<file path="config.mk">
export PLATFORM = sky130hd
export DESIGN_NAME = sisc_fetch_unit_flat
export DESIGN_NICKNAME = d
export VERILOG_FILES = /design/src/rtl/sisc_pkg.sv /design/src/rtl/sisc_fetch_unit_if.sv /design/src/rtl/sisc_next_pc.sv /design/src/rtl/sisc_fetch_unit.sv /design/src/flat_wrapper.sv
export SDC_FILE = /design/constraint.sdc
export NUM_CORES = 1
export LEC_CHECK = 0
export CAP_MARGIN = 20
export CORE_MARGIN = 4
export CORE_UTILIZATION = 48
export DETAILED_ROUTE_END_ITERATION = 10
export HOLD_SLACK_MARGIN = 0.02
export PLACE_DENSITY = 0.81
export SYNTH_ARGS = -nofsm -noshare
export SYNTH_HDL_FRONTEND = slang
export SYNTH_HIERARCHICAL = 1
export SYNTH_SLANG_ARGS = --single-unit
export TNS_END_PERCENT = 100
</file>
<file path="constraint.sdc">
create_clock -name clk -period 3.1 [get_ports clk]
set_input_delay 0.93 -clock clk [delete_from_list [all_inputs] [get_ports clk]]
set_output_delay 0.93 -clock clk [all_outputs]
set_load 0.005 [all_outputs]
</file>
<file path="src/rtl/sisc_pkg.sv">
// Shared definitions for the SISC fetch stage: opcode values, IR field
// positions and the fetch handshake state encoding.
package sisc_pkg;

   localparam logic [3:0] OP_NOOP   = 4'd0;
   localparam logic [3:0] OP_LOD    = 4'd1;
   localparam logic [3:0] OP_STR    = 4'd2;
   localparam logic [3:0] OP_SWP    = 4'd3;
   localparam logic [3:0] OP_BRA    = 4'd4;
   localparam logic [3:0] OP_BRR    = 4'd5;
   localparam logic [3:0] OP_BNE    = 4'd6;
   localparam logic [3:0] OP_BNR    = 4'd7;
   localparam logic [3:0] OP_ALU_OP = 4'd8;
   localparam logic [3:0] OP_HLT    = 4'd15;

   localparam int OPC_MSB = 31;
   localparam int OPC_LSB = 28;
   localparam int MM_MSB  = 27;
   localparam int MM_LSB  = 24;
   localparam int IMM_MSB = 15;
   localparam int IMM_LSB = 0;

   typedef enum logic [1:0] {
      ST_IDLE  = 2'd0,
      ST_WAIT  = 2'd1,
      ST_DRAIN = 2'd2
   } fetch_state_t;

endpackage

</file>
<file path="src/rtl/sisc_fetch_unit_if.sv">
// Instruction-memory request/acknowledge bus between the fetch unit (master)
// and instruction memory (slave).
interface sisc_fetch_unit_if #(
   parameter int PC_W = 16,
   parameter int IR_W = 32
);
   logic [PC_W-1:0] imem_addr;
   logic            imem_req;
   logic            imem_ack;
   logic [IR_W-1:0] imem_rdata;

   modport master (output imem_addr, output imem_req, input imem_ack, input imem_rdata);
   modport slave  (input imem_addr, input imem_req, output imem_ack, output imem_rdata);
endinterface

</file>
<file path="src/rtl/sisc_next_pc.sv">
// Next-PC computation: increment, absolute branch (zero-extended immediate)
// or PC-relative branch (sign-extended immediate), all modulo 2^PC_W.
module sisc_next_pc #(
   parameter int PC_W = 16
) (
   input  logic [PC_W-1:0] pc,
   input  logic [15:0]     imm,
   input  logic            pc_sel,
   input  logic            br_sel,
   output logic [PC_W-1:0] next_pc
);
   localparam int EXT_W = (PC_W > 16) ? PC_W : 16;

   logic [EXT_W-1:0] w_imm_zext;
   logic [EXT_W-1:0] w_imm_sext;

   assign w_imm_zext = EXT_W'(imm);
   assign w_imm_sext = EXT_W'($signed(imm));

   // Select the candidate PC; overflow wraps silently.
   always_comb begin
      next_pc = pc;
      if (!pc_sel) begin
         next_pc = pc + PC_W'(1'b1);
      end else if (br_sel) begin
         next_pc = w_imm_zext[PC_W-1:0];
      end else begin
         next_pc = pc + w_imm_sext[PC_W-1:0];
      end
   end
endmodule

</file>
<file path="src/rtl/sisc_fetch_unit.sv">
// PC and instruction register stage: updates the PC under FSM control and
// fetches instructions over a req/ack handshake into the IR.
module sisc_fetch_unit
   import sisc_pkg::*;
#(
   parameter int              PC_W     = 16,
   parameter int              IR_W     = 32,
   parameter logic [PC_W-1:0] RESET_PC = '0
) (
   input  logic                    clk,
   input  logic                    rst,
   input  logic                    pc_rst,
   input  logic                    pc_write,
   input  logic                    pc_sel,
   input  logic                    br_sel,
   input  logic                    ir_load,
   sisc_fetch_unit_if.master       imem,
   output logic [PC_W-1:0]         pc,
   output logic [IR_W-1:0]         ir,
   output logic [3:0]              opcode,
   output logic [3:0]              mm,
   output logic                    ir_valid,
   output logic                    fetch_busy,
   output logic                    fetch_err
);
   fetch_state_t    r_state;
   logic [PC_W-1:0] r_pc;
   logic [IR_W-1:0] r_ir;
   logic            r_ir_valid;
   logic [PC_W-1:0] r_imem_addr;
   logic            r_imem_req;
   logic            r_busy;
   logic            r_err;
   logic [PC_W-1:0] w_next_pc;

   sisc_next_pc #(.PC_W(PC_W)) u_next_pc (
      .pc      (r_pc),
      .imm     (r_ir[IMM_MSB:IMM_LSB]),
      .pc_sel  (pc_sel),
      .br_sel  (br_sel),
      .next_pc (w_next_pc)
   );

   // PC update and fetch handshake FSM; rst overrides everything, even mid-fetch.
   always_ff @(posedge clk) begin
      if (rst) begin
         r_state     <= ST_IDLE;
         r_pc        <= RESET_PC;
         r_ir        <= {OP_NOOP, {(IR_W-4){1'b0}}};
         r_ir_valid  <= 1'b0;
         r_imem_addr <= '0;
         r_imem_req  <= 1'b0;
         r_busy      <= 1'b0;
         r_err       <= 1'b0;
      end else begin
         if (pc_rst) begin
            r_pc <= RESET_PC;
         end else if (pc_write) begin
            r_pc <= w_next_pc;
         end

         case (r_state)
            ST_IDLE: begin
               // The fetch address is the PC before any same-edge update.
               if (ir_load && !pc_rst) begin
                  r_imem_addr <= r_pc;
                  r_imem_req  <= 1'b1;
                  r_busy      <= 1'b1;
                  r_state     <= ST_WAIT;
               end
            end
            ST_WAIT: begin
               if (ir_load) begin
                  r_err <= 1'b1;
               end
               if (imem.imem_ack) begin
                  if (!pc_rst) begin
                     r_ir       <= imem.imem_rdata;
                     r_ir_valid <= 1'b1;
                  end
                  r_imem_req <= 1'b0;
                  r_busy     <= 1'b0;
                  r_state    <= ST_IDLE;
               end else if (pc_rst) begin
                  r_state <= ST_DRAIN;
               end
            end
            ST_DRAIN: begin
               if (ir_load) begin
                  r_err <= 1'b1;
               end
               // Data for a fetch cancelled by pc_rst is dropped.
               if (imem.imem_ack) begin
                  r_imem_req <= 1'b0;
                  r_busy     <= 1'b0;
                  r_state    <= ST_IDLE;
               end
            end
            default: begin
               r_imem_req <= 1'b0;
               r_busy     <= 1'b0;
               r_state    <= ST_IDLE;
            end
         endcase
      end
   end

   assign imem.imem_addr = r_imem_addr;
   assign imem.imem_req  = r_imem_req;
   assign pc             = r_pc;
   assign ir             = r_ir;
   assign opcode         = r_ir[OPC_MSB:OPC_LSB];
   assign mm             = r_ir[MM_MSB:MM_LSB];
   assign ir_valid       = r_ir_valid;
   assign fetch_busy     = r_busy;
   assign fetch_err      = r_err;
endmodule

</file>
<file path="src/flat_wrapper.sv">
// flat-port wrapper written by rule: the top's interface ports become plain ports
module sisc_fetch_unit_flat import sisc_pkg::*;
#(
   parameter int              PC_W     = 16,
   parameter int              IR_W     = 32,
   parameter logic [PC_W-1:0] RESET_PC = '0
)
  (clk, rst, pc_rst, pc_write, pc_sel, br_sel, ir_load, pc, ir, opcode, mm, ir_valid, fetch_busy, fetch_err, imem_imem_addr, imem_imem_req, imem_imem_ack, imem_imem_rdata);
  sisc_fetch_unit_if #(.PC_W(PC_W), .IR_W(IR_W)) imem_i ();
  input  logic clk;
  input  logic rst;
  input  logic pc_rst;
  input  logic pc_write;
  input  logic pc_sel;
  input  logic br_sel;
  input  logic ir_load;
  output logic [PC_W-1:0] pc;
  output logic [IR_W-1:0] ir;
  output logic [3:0] opcode;
  output logic [3:0] mm;
  output logic ir_valid;
  output logic fetch_busy;
  output logic fetch_err;
  output wire logic [$bits(imem_i.imem_addr)-1:0] imem_imem_addr;
  output wire logic [$bits(imem_i.imem_req)-1:0] imem_imem_req;
  input wire logic [$bits(imem_i.imem_ack)-1:0] imem_imem_ack;
  input wire logic [$bits(imem_i.imem_rdata)-1:0] imem_imem_rdata;
  assign imem_imem_addr = imem_i.imem_addr;
  assign imem_imem_req = imem_i.imem_req;
  assign imem_i.imem_ack = imem_imem_ack;
  assign imem_i.imem_rdata = imem_imem_rdata;
  sisc_fetch_unit #(.PC_W(PC_W), .IR_W(IR_W), .RESET_PC(RESET_PC)) u_core (.clk(clk), .rst(rst), .pc_rst(pc_rst), .pc_write(pc_write), .pc_sel(pc_sel), .br_sel(br_sel), .ir_load(ir_load), .imem(imem_i), .pc(pc), .ir(ir), .opcode(opcode), .mm(mm), .ir_valid(ir_valid), .fetch_busy(fetch_busy), .fetch_err(fetch_err));
endmodule
</file>
==> metrics.md, run 1 <==
| Metric | Value |
|---|---|
| Normalized max-slew margin | 55.2% |
| Syn nets | 552 |
| Post-CTS resize count | 0 |
| Share of layout cells above drive strength 1 | about 5.5% |
| Post-DP HPWL | 7640 um |
| I/O pin count | about 120 |
| 1st-iter DRT viols | around 240 |
| Area leader, netlist | dfxtp_1 |
| Gpl congestion | 0.846 |
| Vias per inst | approximately 5.5 |
| PortBufs | 115 |
| Fin crit share | just under 90% |
| Mapped cell area | 3890 um2 |
| P_leak | 0.00198 uW |
| Clock skew | 8.33 ps |
| Slew @ Worst Pin | 673 ps |
| RSZ-0062 raised after global routing | no |
| Wire per inst | approximately 15 um |
| CP Launch Type | flop |
| CTS HTree Levels | 3 |
| Routed Antenna Nets | 0 |
| Post-synth top flop | dfxtp_1 |
| Die height | approximately 98 um |
| Largest net degree at the start of global routing | 54 |
| CP max-delay cell | a221oi_1 |
| Hold buffer count at CTS | 0 |
| Sequential share of the synthesized area | 35.5% |
| Gr ovfl total | 0 |
| YS warnings | 6 |
| Worst vdd ir | 0.230 mV |
| Worst setup path category | reg -> reg |
| Top post-synthesis cells by area | dfxtp_1 (36%), nand2_1 (11%), a21oi_1 (8.8%) |
| Clk slew on worst S/H paths | 70 ps |
| Distinct cells, synth | 51 |
| Final Hold Violating Endpoints | 0 |
| Share of the synthesized area in the top cell type | between 30% and 40% |
| Vias in the first global route | 3633 |
| DRC | 0 |
| Switching share of power | 24.4% |
| Core Rows | 32 |
| Cell Chain, Critical Path | ha_1 -> fa_1 -> a21o_1 -> a221oi_1 -> nor2b_1 -> or3_1 -> or3b_1 -> a31oi_1 -> mux2i_1 -> nor2_1 |
| Final Worst Setup Slack | 376 ps |
| Place WS | approximately 500 ps |
| Ant diodes | 0 |
| Critical Path Sink Type | flop |
| Initial Utilization | 49.8% |
| FF-to-FF Start | u_core/pc[0] |
| Pwr dens | approximately 380 nW/um2 |
| Pint | roughly 1500 uW |
| Bufs on Longest Clock Path | 2 |
| Clock period minus worst slack | 2720 ps |
| Fin. max-slew vios | 0 |
| EDFF count, synth | 0 |
| #FFs+latches synth | 69 |
| FF/Latch Area | 1380 um2 |
| Gr usage total | 21.8% |
| Hold Path Class | reg -> reg |
| Critical path fanouts, max | 9 |
| Critical path origin | u_core/pc[0] |
| Source of the worst hold timing path | u_core/imem.imem_addr[10] |
| Share of flip-flops with an asynchronous set or reset | 0% |
| Post-synthesis cell count | 492 |
| Worst EP required | 3310 ps |
| Die ar. | 9600 um2 |
| First-pass GRT wire length | 17300 um |
| Post-synth top cells | nand2_1 (110), dfxtp_1 (69), a21oi_1 (68) |
| Area growth syn-to-layout | 34.4% |
| Fillers | roughly 700 |
| Psw | 485 uW |
| Status | finished clean |
| Max incr delay on CP | 440 ps |
| Clk pwr share | 40.0% |
| Setup TNS | 0 ps |
| Setup Buffers After CTS | 0 |
| Combinational power share | a little over an eighth |
| Cell with the most instances after synthesis | nand2_1 |
| Maxcap violations | 0 |
| Max Fclk | roughly 370 MHz |
| Die Wd | 98.0 um |
| Core area | 7810 um2 |
| CTS buffer count | 9 |
| Syn_area_per_cell | 7.90 um2 |
| Worst path arrival time | between 2000 and 3000 ps |
| Initial antenna violation count | 0 |
| Routed Wire Length | 10600 um |
| CTS sink count | 69 |
| Nets@finish | 650 |
| Reg power frac | 46.8% |
| First-pass DRT Iterations | 5 |
| CTS tree | yes |
| Multi-input logic area | 2260 um2 |
| Setup violators final | 0 |
| Vias | 3801 |
| Root buffer cell | clkbuf_8 |
| Worst-Skew Late Latency | between 300 and 400 ps |
[per-stage QoR]
step	utilization (%)	area, um2	total power (uW)	std cells	hold slack, ps
finish	66.9	5230	1990	697	454
global route	66.9	5230	2070	697	470
CTS	66.9	5230	2000	697	455
detailed placement	64.1	5000	1210	681	446
global placement	64.1	5000	1210	681	441
floorplan	-	3890	1090	492	453
[cells in the final DEF, fill, tap and decap left out, drive strengths merged, types with 7 or more instances in the layout]
cell type	Yosys	final
inv	7	7
buf	23	8
nor2	38	38
clkdlybuf4s50	0	114
nand3	11	11
a21oi	69	69
ha	19	19
o21ai	14	14
xnor2	14	14
nand2	110	110
dfxtp	69	69
xor2	12	12
clkbuf	12	14
nor3	8	8
mux2i	21	21
[per-layer routing]
metal / routed length (um) / global-route usage, % / part of all wire [%]
met1: 4530 / 27.0 / 43
met2: 5160 / 36.8 / 49
met3: 775 / 5.71 / 7.3
met4: 121 / 7.14 / 1.1
met5: 0 / 0 / 0
[power by group through the flow]
stage          Clock [uW]  Combinational, uW  Sequential, uW
2_1_floorplan           0                146             947
3_3_place_gp            0                256             951
3_5_place_dp            0                262             952
4_1_cts               809                264             932
5_1_grt               842                290             935
6_report              797                264             932
[state kept, by name, summed over array words and instances (netlist names)]
register and cells:
u_core/ir 32, u_core/imem.imem_addr 16, u_core/pc 16, u_core/r_state 2, u_core/fetch_busy 1, u_core/fetch_err 1
u_core/ir_valid 1
[cell families after synthesis]
kind of cell,after synthesis,share of synthesized area (%)
flip-flops,69,35.5
AND/OR/NAND/NOR,199,22.8
XOR/XNOR,26,5.86
multiplexers,21,5.41
buffers and inverters,42,6.40
adder cells (fa/ha/maj),20,6.63
AO/OA/AOI/OAI,115,17.4
[worst max-delay path, delay by kind of cell (launching register included)]
kind            cells  cell delay [ps]
flops               1              400
simple gates        4              620
mux                 1              140
compound gates      3              760
fa+ha+maj           2              670
[area by class of cell]
| class | instances | area share (%) |
|---|---|---|
| clock buffers | 14 | 3.50 |
| clock inverters | 2 | 0.742 |
| inverters | 7 | 0.503 |
| multi-input cells | 381 | 43.2 |
| flip-flops and latches | 69 | 26.4 |
| well taps | 102 | 2.44 |
| repair buffers | 122 | 23.2 |
[path summary, 6_finish.rpt]
check / endpoint / slack, ps / depth (start not counted)
max: u_core/pc[8] / 380 / 10
min: u_core/imem.imem_addr[10] / 450 / 2
max reg2reg: u_core/pc[8] / 380 / 10
min reg2reg: u_core/imem.imem_addr[10] / 450 / 2
(Power assumes the default switching activity.)
==> inputs of run 2 (changes only) <==
--- a/config.mk
+++ b/config.mk
@@ -7,10 +7,10 @@
 export LEC_CHECK = 0
 export CAP_MARGIN = 20
 export CORE_MARGIN = 4
-export CORE_UTILIZATION = 48
+export CORE_UTILIZATION = 43
 export DETAILED_ROUTE_END_ITERATION = 10
 export HOLD_SLACK_MARGIN = 0.02
-export PLACE_DENSITY = 0.81
+export PLACE_DENSITY = 0.77
 export SYNTH_ARGS = -nofsm -noshare
 export SYNTH_HDL_FRONTEND = slang
 export SYNTH_HIERARCHICAL = 1
==> constraint.sdc (replaced) <==
create_clock -name clk -period 2.42 [get_ports clk]
set_input_delay 0.726 -clock clk [delete_from_list [all_inputs] [get_ports clk]]
set_output_delay 0.726 -clock clk [all_outputs]
set_load 0.005 [all_outputs]
==> metrics.md, run 2 (synthesized netlist as in run 1, its figures left out) <==
| Metric | Value |
|---|---|
| Worst path arrival time | 2590 ps (-340 ps) |
| Wire per inst | 15.0 um (-1.5%) |
| Worst EP required | 2700 ps (-610 ps) |
| Ant diodes | 0 (unchanged) |
| Vias | 3952 (+4.0%) |
| Maxcap violations | 0 (unchanged) |
| Gpl congestion | 0.883 (+4.5%) |
| Die ar. | 10600 um2 (+11%) |
| Worst vdd ir | 0.247 mV (+7.4%) |
| Commonest non-fill, non-tap cell in the layout | clkdlybuf4s50_1 |
| CTS buffer count | 9 (unchanged) |
| Psw | 632 uW (+30%) |
| Vias per inst | 5.39 (-1.1%) |
| Setup TNS | 0 ps (unchanged) |
| Largest net degree at the start of global routing | 39 (-28%) |
| Final Hold Violating Endpoints | 0 (unchanged) |
| 1st-iter DRT viols | 332 (+36%) |
| CTS sink count | 69 (unchanged) |
| Fin cells | 733 (+5.2%) |
| Pwr dens | 448 nW/um2 (+18%) |
| PortBufs | 115 (unchanged) |
| P_leak | 0.00213 uW (+7.5%) |
| Clk pwr share | 36.5% (-3.5 points) |
| Root buffer cell | clkbuf_8 |
| Detail Route met3 WL | 846 um (+9.2%) |
| Nets@finish | 681 (+4.8%) |
| Pint | 1830 uW (+21%) |
| Combinational power share | 15.3% (+2.1 points) |
| Switching share of power | 25.7% (+1.4 points) |
| Max Fclk | 432 MHz (+18%) |
| Initial antenna violation count | 0 (unchanged) |
| Hold buffer count at CTS | 0 (unchanged) |
| Core area | 8760 um2 (+12%) |
| Routed Wire Length | 11000 um (+3.6%) |
| Fin crit share | 95.7% (+7.8 points) |
| Finished Core Util | 62.6% (-4.3 points) |
| Max reg flops | 32 (unchanged) |
| First-pass DRT Iterations | 7 (+2) |
| Inst Count DP | 716 (+5.1%) |
| Die Wd | 103 um (+5.2%) |
| Share of layout cells above drive strength 1 | 10.9% (+5.3 points) |
| WHS | 455 ps (+0.489 ps) |
| Critical Path Sink Type | flop |
| Core Rows | 34 (+6.3%) |
| Clock period minus worst slack | 2320 ps (-408 ps) |
| Area growth syn-to-layout | 41.1% |
| Normalized max-slew margin | 70.7% (+16 points) |
| Initial Utilization | 44.4% (-5.4 points) |
| Routed Antenna Nets | 0 (unchanged) |
| CTS HTree Levels | 3 (unchanged) |
| Critical path fanouts, max | 5 (-4) |
| Clk slew on worst S/H paths | 80 ps (about the same) |
| CP Launch Type | flop |
| Post-DP HPWL | 8080 um (+5.8%) |
| Clock skew | 12.5 ps (+4.22 ps) |
| First-pass GRT wire length | 17600 um (+1.7%) |
| Fin. max-slew vios | 0 (unchanged) |
| Vias in the first global route | 3714 (+2.2%) |
| Status | finished clean |
| CTS tree | yes |
| Slew @ Worst Pin | 436 ps (-237 ps) |
| Reg power frac | 48.2% (+1.4 points) |
| Place WS | 34.3 ps (-461 ps) |
| Gr usage total | 20.8% (-0.99 points) |
| DRC | 0 (unchanged) |
| Met2 routed WL | 5150 um (-0.17%) |
| Bufs on Longest Clock Path | 2 (unchanged) |
| Gr ovfl total | 0 (unchanged) |
| Worst-Skew Late Latency | 340 ps (about the same) |
| Hold Path Class | reg -> reg |
| Top Metal Used | met4 |
| DRT met1 WL | 4760 um (+5.1%) |
| I/O pin count | 116 (unchanged) |
| Setup violators final | 0 (unchanged) |
| Most frequent cells in the layout | clkdlybuf4s50_1 (114), nand2_1 (110), a21oi_1 (68) |
| Die height | 103 um (+5.2%) |
| Final Worst Setup Slack | 105 ps (-272 ps) |
| Worst setup path category | reg -> reg |
-- run 2: cell count changes in the layout (fill, tap and decap cells not counted), moves of 2 or more --
| cell | delta |
|---|---|
| buf_4 | +29 |
| clkbuf_8 | -4 |
| clkinv_2 | +3 |
| buf_12 | +2 |
| dfxtp_1 | -2 |
| dfxtp_2 | +2 |
-- run 2: cell type report --
type | instances | area, um2
Tap cell | 108 | 135
Multi-Input combinational cell | 381 | 2290
Clock buffer | 10 | 128
Timing Repair Buffer | 153 | 1470
Sequential cell | 69 | 1380
Clock inverter | 5 | 52.6
Fill cell | 759 | 3280
Inverter | 7 | 26.3
-- run 2: worst paths after layout --
kind | end | start | cells after the start | slack (ps)
worst max register to register | u_core/pc[15] | u_core/pc[4] | 9 | 100
worst min-delay path | u_core/imem.imem_addr[6] | u_core/imem.imem_addr[6] | 2 | 450
worst min register to register | u_core/imem.imem_addr[6] | u_core/imem.imem_addr[6] | 2 | 450
worst max-delay path | u_core/pc[15] | u_core/pc[4] | 9 | 100
-- run 2: power groups by stage --
| stage | Combinational, uW | Clock, uW | Sequential [uW] |
|---|---|---|---|
| floorplan | 187 | 0 | 1210 |
| global placement | 364 | 0 | 1210 |
| detailed placement | 371 | 0 | 1210 |
| CTS | 373 | 913 | 1180 |
| global route | 410 | 965 | 1190 |
| finish | 375 | 897 | 1190 |
-- run 2: worst max-delay path: stages (launching register included) --
cell	delay (ps)
dfxtp_1	320
ha_1	360
a21o_1	280
a31o_2	290
o21a_1	200
o31a_1	310
a21boi_0	140
nor3_1	170
mux2i_1	90
nor2_1	90
-- run 2: layer usage --
| layer | vias to the layer above | track usage, % |
|---|---|---|
| li1 | 1944 | - |
| met1 | 1808 | 28.4 |
| met2 | 177 | 33.5 |
| met3 | 23 | 3.59 |
| met4 | 0 | 6.27 |
| met5 | - | 0 |
-- run 2: what timing repair did --
| item | 4_1_cts | 5_1_grt |
|---|---|---|
| buffers inserted | 0 | 2 |
| resized for setup | 0 | 7 |
| setup endpoints to repair | 0 | 5 |
-- run 2: per-stage QoR --
| step | area, um2 | total power [uW] |
|---|---|---|
| 2_1_floorplan | 3890 | 1400 |
| 3_3_place_gp | 5250 | 1570 |
| 3_5_place_dp | 5250 | 1580 |
| 4_1_cts | 5430 | 2470 |
| 5_1_grt | 5480 | 2560 |
| 6_report | 5480 | 2460 |
